==> src/rtl/div_pkg.sv <==
// Shared definitions for the bit-serial divisibility checker:
// FSM state encodings and the legal parameter ranges.
package div_pkg;

    typedef enum logic [1:0] {
        ST_IDLE  = 2'd0,
        ST_SHIFT = 2'd1,
        ST_DONE  = 2'd2
    } state_t;

    localparam int DIVISOR_MIN   = 2;
    localparam int DIVISOR_MAX   = 255;
    localparam int FRAME_LEN_MIN = 1;
    localparam int FRAME_LEN_MAX = 1024;

    function automatic bit divisor_ok(input int d);
        return (d >= DIVISOR_MIN) && (d <= DIVISOR_MAX);
    endfunction

    function automatic bit frame_len_ok(input int l);
        return (l >= FRAME_LEN_MIN) && (l <= FRAME_LEN_MAX);
    endfunction

endpackage

==> src/rtl/mod_step.sv <==
// One bit of a serial modulo reduction: rem_next = (2*rem + bit_in) mod DIVISOR.
// Since rem < DIVISOR, 2*rem + bit_in <= 2*DIVISOR-1, so a single conditional
// subtract is enough. Purely combinational so instances can be chained for a
// multi-bit-per-cycle variant.
module mod_step
    import div_pkg::*;
#(
    parameter  int DIVISOR = 3,
    localparam int REM_W   = $clog2(DIVISOR)
) (
    input  logic [REM_W-1:0] rem,
    input  logic             bit_in,
    output logic [REM_W-1:0] rem_next
);

    localparam logic [REM_W:0] DIV_T = (REM_W+1)'(DIVISOR);

    logic [REM_W:0] t;
    logic [REM_W:0] diff;

    assign t    = {rem, bit_in};
    assign diff = t - DIV_T;

    // Reduce the doubled-plus-bit value back into [0, DIVISOR).
    always_comb begin
        rem_next = t[REM_W-1:0];
        if (t >= DIV_T) begin
            rem_next = diff[REM_W-1:0];
        end
    end

endmodule

==> src/rtl/serial_divisible_by_n.sv <==
// Bit-serial divisibility checker. Accepts FRAME_LEN bits MSB-first, one per
// qualified clock, keeps a running remainder modulo DIVISOR and reports whether
// the completed frame was divisible. Cost is independent of FRAME_LEN apart
// from the bit counter.
module serial_divisible_by_n
    import div_pkg::*;
#(
    parameter  int DIVISOR   = 3,
    parameter  int FRAME_LEN = 8,
    localparam int REM_W     = $clog2(DIVISOR),
    localparam int CNT_W     = $clog2(FRAME_LEN + 1)
) (
    input  logic             clk_i,
    input  logic             rst_i,
    input  logic             start_i,
    input  logic             bit_valid_i,
    input  logic             bit_i,
    output logic             busy_o,
    output logic [CNT_W-1:0] bit_cnt_o,
    output logic [REM_W-1:0] rem_o,
    output logic             done_o,
    output logic             divisible_o
);

    // Refuse to elaborate with parameters outside the supported range.
    generate
        if (!divisor_ok(DIVISOR)) begin : g_bad_divisor
            $error("serial_divisible_by_n: DIVISOR must be in 2..255");
        end
        if (!frame_len_ok(FRAME_LEN)) begin : g_bad_frame_len
            $error("serial_divisible_by_n: FRAME_LEN must be in 1..1024");
        end
    endgenerate

    localparam logic [CNT_W-1:0] LAST_CNT = CNT_W'(FRAME_LEN - 1);

    state_t           state_q, state_d;
    logic             busy_q, busy_d;
    logic [CNT_W-1:0] cnt_q, cnt_d;
    logic [REM_W-1:0] rem_q, rem_d;
    logic             done_q, done_d;
    logic             div_q, div_d;
    logic [REM_W-1:0] rem_step;

    mod_step #(
        .DIVISOR (DIVISOR)
    ) u_mod_step (
        .rem      (rem_q),
        .bit_in   (bit_i),
        .rem_next (rem_step)
    );

    // State and all output registers; reset clears everything immediately.
    always_ff @(posedge clk_i or posedge rst_i) begin
        if (rst_i) begin
            state_q <= ST_IDLE;
            busy_q  <= 1'b0;
            cnt_q   <= '0;
            rem_q   <= '0;
            done_q  <= 1'b0;
            div_q   <= 1'b0;
        end else begin
            state_q <= state_d;
            busy_q  <= busy_d;
            cnt_q   <= cnt_d;
            rem_q   <= rem_d;
            done_q  <= done_d;
            div_q   <= div_d;
        end
    end

    // Next-state logic. start_i has priority in every state: it discards any
    // same-cycle bit and, in DONE, suppresses the done pulse of that frame.
    always_comb begin
        state_d = state_q;
        busy_d  = busy_q;
        cnt_d   = cnt_q;
        rem_d   = rem_q;
        done_d  = 1'b0;
        div_d   = div_q;

        if (start_i) begin
            state_d = ST_SHIFT;
            busy_d  = 1'b1;
            cnt_d   = '0;
            rem_d   = '0;
            div_d   = 1'b0;
        end else begin
            unique case (state_q)
                ST_IDLE: begin
                    // bits are ignored until a frame is started
                end
                ST_SHIFT: begin
                    if (bit_valid_i) begin
                        rem_d = rem_step;
                        cnt_d = cnt_q + CNT_W'(1);
                        if (cnt_q == LAST_CNT) begin
                            state_d = ST_DONE;
                        end
                    end
                end
                ST_DONE: begin
                    done_d  = 1'b1;
                    div_d   = (rem_q == '0);
                    busy_d  = 1'b0;
                    state_d = ST_IDLE;
                end
                default: begin
                    state_d = ST_IDLE;
                    busy_d  = 1'b0;
                end
            endcase
        end
    end

    assign busy_o      = busy_q;
    assign bit_cnt_o   = cnt_q;
    assign rem_o       = rem_q;
    assign done_o      = done_q;
    assign divisible_o = div_q;

endmodule

==> config.mk <==
export PLATFORM = sky130hd
export DESIGN_NAME = serial_divisible_by_n
export DESIGN_NICKNAME = d
export VERILOG_FILES = /design/src/rtl/div_pkg.sv /design/src/rtl/mod_step.sv /design/src/rtl/serial_divisible_by_n.sv
export SDC_FILE = /design/constraint.sdc
export NUM_CORES = 1
export LEC_CHECK = 0
export CAP_MARGIN = 20
export CORE_AREA = 8 8 45 47
export CTS_CLUSTER_DIAMETER = 100
export DETAILED_ROUTE_END_ITERATION = 12
export DIE_AREA = 0 0 53 55
export HOLD_SLACK_MARGIN = 0.1
export PLACE_DENSITY = 0.67
export REMOVE_ABC_BUFFERS = 1
export SYNTH_ARGS = -nofsm -noshare
export SYNTH_HDL_FRONTEND = slang
export SYNTH_SLANG_ARGS = --single-unit
==> constraint.sdc <==
create_clock -name clk_i -period 1.5 [get_ports clk_i]
set_clock_uncertainty 0.1 [all_clocks]
set_input_delay 0.3 -clock clk_i [delete_from_list [all_inputs] [get_ports clk_i]]
set_output_delay 0.3 -clock clk_i [all_outputs]
set_load 0.005 [all_outputs]
==> run_results.csv, run 1 <==
group,metric,value,unit
cells_and_area,fin_cells,89,
place,post-place-cells,80,
setup_path,path_max_fanout,3,
clock_network,postCtsHoldBufs,0,
cells_and_area,filler_cell_count,133,
clock_network,tritoncts.num_buffers,3,
detailed_routing,number_of_nets_with_antenna_violations_after_routing,0,
sta,setup-violations-final,0,
global_routing,grt_overflow_total,0,
global_routing,pin_count_of_the_biggest_net_entering_global_routing,12,
detailed_routing,drt-initial-drc-count,4,
clock_network,ctsLongestPathBuffers,2,
floorplan,initial_core_util,0.376,
cells_and_area,ff_latch_area,275,µm²
logic_synthesis,yosys.area.top_type,"dfrtp_1",
setup_path,critPathMaxStageDelay,480,ps
cells_and_area,multi_input_area,243,µm²
setup_path,timing.reg2reg.worst_path_depth,5,
cells_and_area,num_antenna_cells,0,
detailed_routing,route.detailed.vias_per_inst,5.04,
setup_path,crit-reg2reg-capture,"rem_o[0]",
outcome,status,"complete, no violations",
logic_synthesis,synth.lib_cells_used.distinct,23,
sta,grt_setup_unrepaired,"no",
place,dpl.hpwl,857,µm
floorplan,die_h,55,µm
logic_synthesis,syn_area_per_cell,11.1,µm²
place,postPlaceCellArea,704,µm²
clock_network,cts_root_buf,"clkbuf_4",
run,timing.max_cap.violations,0,
detailed_routing,via_count,449,
setup_path,r2r_slack,90,ps
clock_network,clock_sinks,11,
setup_path,cells_along_the_critical_path,"clkdlybuf4s50_1 -> ha_1 -> nor2_1 -> and3_1 -> o31a_2",
clock_network,clkSlewWorstSetupHoldPaths,80,ps
setup_path,start_kind,"input pin",
power,leakagePower,0.000374,µW
power,vdd.ir_drop.worst,0.527,mV
sta,achievable-frequency,697,MHz
logic_synthesis,postSynthCellCount,47,
power,power_density,819,nW/µm²
setup_path,worst_setup_path_end_kind,"flop",
floorplan,row_count,14,
detailed_routing,wire_per_inst,13.1,µm
logic_synthesis,mappedNetlistArea,520,µm²
place,numPortBuffers,13,
global_routing,grtUsageTotal,0.0994,
logic_synthesis,synth_seq_cells,11,
setup_path,worstSetupPathType,"in2reg",
setup_path,worst_flop_to_flop_path_startpoint,"rem_o[0]",
setup_path,arrival_time_worst_endpoint,1490,ps
cells_and_area,flow.area_growth_from_synthesis,48.1,%
detailed_routing,drt_pass_1_iters,3,
cells_and_area,num-nets-final,81,
power,totalPowerFinal,631,µW
sta,finalHoldViolCount,0,
cells_and_area,postLayoutCellArea,771,µm²
floorplan,chipWidth,53,µm
clock_network,ctsHtreeMaxLevel,1,
sta,timing.max_slew.rel_slack,0.718,
cells_and_area,layout-drive-gt1-share,0.233,
place,gp_congestion,0.797,
logic_synthesis,synthesis.yosys.warnings,0,
sta,report.final.slew_viol_count,0,
sta,final_min_period,1440,ps
logic_synthesis,ys_top_cells_by_area,"dfrtp_1, ha_1, nand3b_4",
sta,worst_pin_slew,423,ps
logic_synthesis,synth-seq-area-share,0.529,
logic_synthesis,post-synth-top-area-fraction,0.529,
detailed_routing,detail_route.drc_violations,0,
global_routing,grt_pass1_wl,2150,µm
hold_path,min_path_type,"in2async",
setup_path,cp_slowest_cell,"clkdlybuf4s50_1",
setup_path,crit_required,1560,ps
sta,finalCritPeriodShare,0.957,
clock_network,clock_insertion_delay_worst_skew,270,ps
detailed_routing,drt_wl_total,1170,µm
floorplan,placeableCoreArea,1380,µm²
floorplan,design.die.area,2920,µm²
global_routing,antenna_violations_before_repair,0,
clock_network,clock_tree_from_tritoncts,"yes",
floorplan,io-pin-count,14,
global_routing,grt_pass1_vias,496,
sta,fin_hold_ws,211,ps
[area by class of cell]
cell class | instances | share of cell area
sequential | 11 | 0.357
multi-input combinational | 32 | 0.315
timing repair buffer | 23 | 0.252
clock buffer | 3 | 0.0292
tap | 16 | 0.0260
inverter | 3 | 0.0146
clock inverter | 1 | 0.00649
[power by group]
group          internal [µW]  total [µW]  switching, µW
Clock                   98.8         206            107
Combinational           61.0         114           52.8
Sequential               306         311           5.47
[metal layers]
metal  up-vias  GRT usage  routed length [µm]
li1        222          -                   -
met1       215      0.105                 499
met2         8      0.166                 569
met3         4     0.0348                  76
met4         0     0.0647                  23
met5         -          0                   0
[registers in the layout (all words and copies together), names as in the netlist]
register     cells
bit_cnt_o        4
busy_o           1
divisible_o      1
done_o           1
rem_o            2
state_q          2
[worst max path at each step]
stage	start	endpoint	slack, ps
4_1_cts	rem_o[0]	rem_o[1]	20
3_3_place_gp	bit_i	rem_o[0]	-210
6_report	bit_i	rem_o[0]	60
3_5_place_dp	bit_i	rem_o[0]	-230
2_1_floorplan	rem_o[0]	rem_o[0]	200
5_1_grt	bit_i	rem_o[0]	5
[cell usage after synthesis]
cell	number
o21ai_0	2
ha_1	2
nor2_1	5
nand4_1	1
a21o_1	1
clkbuf_1	1
a31o_1	1
dfrtp_1	11
mux2i_1	1
nand4b_1	1
inv_1	3
a21oi_1	3
a2111oi_2	1
xor2_1	2
and3_1	1
or2_1	1
or4_1	1
nor3_1	4
nand3b_4	1
nor2b_1	1
o31a_2	1
nand3_1	1
or3_1	1
[worst max-delay path: cells and delay by family]
| kind | cells | cell delay, ps |
|---|---|---|
| adders and majority gates | 1 | 160 |
| AOI/OAI and AO/OA | 1 | 310 |
| and+or+nand+nor | 2 | 250 |
| buffers and inverters | 1 | 480 |
[logic make-up after synthesis]
logic type / Yosys count / share of synthesized area
flip-flops: 11 / 0.529
multiplexers: 1 / 0.0192
buffers and inverters: 4 / 0.0288
AND/OR/NAND/NOR: 18 / 0.214
AO/OA/AOI/OAI: 9 / 0.127
adder cells (fa/ha/maj): 2 / 0.0481
XOR/XNOR: 2 / 0.0337
[metrics by stage]
step           setup TNS [ps]  worst slack, ps  utilization
3_3_place_gp             -738             -207        0.509
4_1_cts                     0             21.1        0.548
3_5_place_dp             -834             -230        0.509
6_report                    0             64.6        0.557
5_1_grt                     0             5.25        0.557
2_1_floorplan               0              203            -
[cells in the final DEF, fill, tap and decap left out]
master / netlist / final
clkinv_2: 0 / 1
or3_1: 1 / 1
nor2b_1: 1 / 1
nand4b_1: 1 / 1
dlygate4sd2_1: 0 / 9
and3_1: 1 / 1
clkbuf_4: 0 / 3
nand3b_4: 1 / 1
a2111oi_4: 0 / 1
buf_4: 0 / 10
xor2_1: 2 / 2
or4_1: 1 / 1
nor3_1: 4 / 4
nand3_1: 1 / 1
dfrtp_1: 11 / 11
nor2_1: 5 / 5
clkdlybuf4s50_1: 0 / 4
o21ai_0: 2 / 2
mux2i_1: 1 / 1
a21o_1: 1 / 1
inv_1: 3 / 3
ha_1: 2 / 2
o31a_2: 1 / 1
a21oi_1: 3 / 3
or2_1: 1 / 1
a31o_1: 1 / 1
nand4_1: 1 / 1
[repair_timing]
item / in CTS / in global routing
cloned: 0 / 0
pin swaps: 0 / 1
setup buffers: 5 / 0
setup endpoints to repair: 9 / 1
resized for setup: 9 / 1
Note: power is estimated with default switching activity, not from simulation.
==> inputs of run 2 (changes only) <==
- SETUP_SLACK_MARGIN: unset -> 0.05
==> run_results.csv, run 2 (same netlist as run 1, synthesis figures left out) <==
group,metric,value,unit
setup_path,worstSetupPathType,"reg2reg",
cells_and_area,num-nets-final,83,
cells_and_area,num_antenna_cells,0,
setup_path,crit_required,1560,ps
clock_network,cts_root_buf,"clkbuf_4",
clock_network,clock_insertion_delay_worst_skew,270,ps
clock_network,clkSlewWorstSetupHoldPaths,80,ps
setup_path,cpLargestDelayFamily,"flip-flops",
sta,worst_pin_slew,431,ps
clock_network,ctsHtreeMaxLevel,1,
sta,timing.max_slew.rel_slack,0.712,
power,power_switching_share,0.269,
setup_path,worst_setup_path_end_kind,"flop",
cells_and_area,largest_reg_flops,4,
hold_path,min_path_type,"in2async",
setup_path,path_max_fanout,3,
clock_network,postCtsHoldBufs,0,
place,gp_congestion,0.797,
power,combPwrFrac,0.193,
power,clock_power_share,0.325,
setup_path,most_common_cell_on_crit_path,"nor2_1",
power,netSwitchingPower,174,µW
global_routing,grt_overflow_total,0,
sta,setup-violations-final,0,
setup_path,cp_slowest_cell,"dfrtp_1",
sta,fin_hold_ws,213,ps
place,postPlaceCellArea,704,µm²
setup_path,critPathMaxStageDelay,380,ps
power,power_density,801,nW/µm²
clock_network,ctsLongestPathBuffers,2,
power,internal_power,473,µW
sta,final_min_period,1410,ps
global_routing,antenna_violations_before_repair,0,
setup_path,cells_along_the_critical_path,"buf_4 -> ha_2 -> nor2_1 -> nor2_1 -> o31a_2",
sta,finalHoldViolCount,0,
place,dpl.hpwl,857,µm
cells_and_area,postLayoutCellArea,808,µm²
sta,finalCritPeriodShare,0.939,
power,leakagePower,0.000392,µW
floorplan,io-pin-count,14,
cells_and_area,layout_common_cells,"buf_4, dfrtp_1, dlygate4sd2_1, nor2_1",
floorplan,die_h,55,µm
setup_path,arrival_time_worst_endpoint,1470,ps
floorplan,design.die.area,2920,µm²
detailed_routing,drt_wl_total,1210,µm
global_routing,grt_pass1_vias,501,
detailed_routing,drt-initial-drc-count,2,
floorplan,chipWidth,53,µm
power,vdd.ir_drop.worst,0.533,mV
floorplan,row_count,14,
global_routing,grt_pass1_wl,2170,µm
clock_network,tritoncts.num_buffers,3,
global_routing,pin_count_of_the_biggest_net_entering_global_routing,12,
floorplan,placeableCoreArea,1380,µm²
run,timing.max_cap.violations,0,
outcome,status,"complete, no violations",
cells_and_area,flow.area_growth_from_synthesis,55.3,%
power,seqPwrFrac,0.482,
detailed_routing,number_of_nets_with_antenna_violations_after_routing,0,
place,numPortBuffers,13,
detailed_routing,drt_pass_1_iters,2,
setup_path,start_kind,"flop",
clock_network,clock_tree_from_tritoncts,"yes",
global_routing,grtUsageTotal,0.100,
sta,achievable-frequency,710,MHz
detailed_routing,detail_route.drc_violations,0,
detailed_routing,wire_per_inst,13.3,µm
detailed_routing,via_count,462,
floorplan,initial_core_util,0.376,
cells_and_area,final_core_utilization,0.584,
sta,report.final.slew_viol_count,0,
setup_path,crit_buf_inv,1,
sta,grt_setup_unrepaired,"yes",
cells_and_area,layout-drive-gt1-share,0.320,
detailed_routing,route.detailed.vias_per_inst,5.08,
clock_network,clock_sinks,11,
cells_and_area,layout.cells.most_common,"buf_4",
-- run 2: changes by cell type in the layout (fill, tap and decap cells not counted) --
cell / delta
ha_1: -2
ha_2: +2
nor3_1: -2
nor3_2: +2
buf_4: +1
buf_6: +1
clkdlybuf4s50_1: -1
dfrtp_1: -1
dfrtp_2: +1
dlymetal6s2s_1: +1
-- run 2: worst paths after layout --
kind / endpoint / cells after the start / from / slack (ps)
hold / removal: done_o / 2 / rst_i / 210
max in group asynchronous: state_q[0] / 2 / rst_i / 770
min in group clk_i: busy_o / 1 / busy_o / 390
setup reg to reg: rem_o[0] / 5 / rem_o[0] / 90
hold reg to reg: busy_o / 1 / busy_o / 390
setup / recovery: rem_o[0] / 5 / rem_o[0] / 90
-- run 2: through the flow --
stage	total power (µW)	setup TNS (ps)	setup slack (ps)	instances
4_1_cts	645	0	46.3	89
3_3_place_gp	417	-738	-207	80
5_1_grt	688	0	9.84	91
3_5_place_dp	419	-834	-230	80
2_1_floorplan	361	0	203	46
6_report	647	0	91.1	91
-- run 2: timing repair --
| item | 4_1_cts | 5_1_grt |
|---|---|---|
| gates resized for setup | 12 | 5 |
| endpoints found under the setup margin | 9 | 4 |
| hold endpoints to repair | 0 | 0 |
| buffers inserted | 5 | 2 |
| pin swaps | 0 | 3 |
-- run 2: power by group through the flow --
stage | sequential (µW) | combinational [µW] | clock [µW]
after global routing | 313 | 137 | 238
final | 312 | 125 | 210
after CTS | 311 | 117 | 217
after global placement | 323 | 94.3 | 0
after detailed placement | 323 | 95.9 | 0
after floorplan | 322 | 39.2 | 0
-- run 2: routing by layer --
metal | track usage | share of wire | vias to the layer above | wire length (µm)
met2 | 0.166 | 0.50 | 8 | 604
met5 | 0 | 0 | - | 0
met3 | 0.0348 | 0.064 | 4 | 77
met1 | 0.108 | 0.42 | 224 | 504
met4 | 0.0647 | 0.018 | 0 | 22
li1 | - | - | 226 | -
-- run 2: area by class of cell --
cell class	count	area (µm²)
tap	16	20.0
clock inverter	1	5.00
inverter	3	11.3
clock buffer	3	22.5
sequential	11	277
fill	128	576
timing repair buffer	25	215
multi-input combinational	32	258
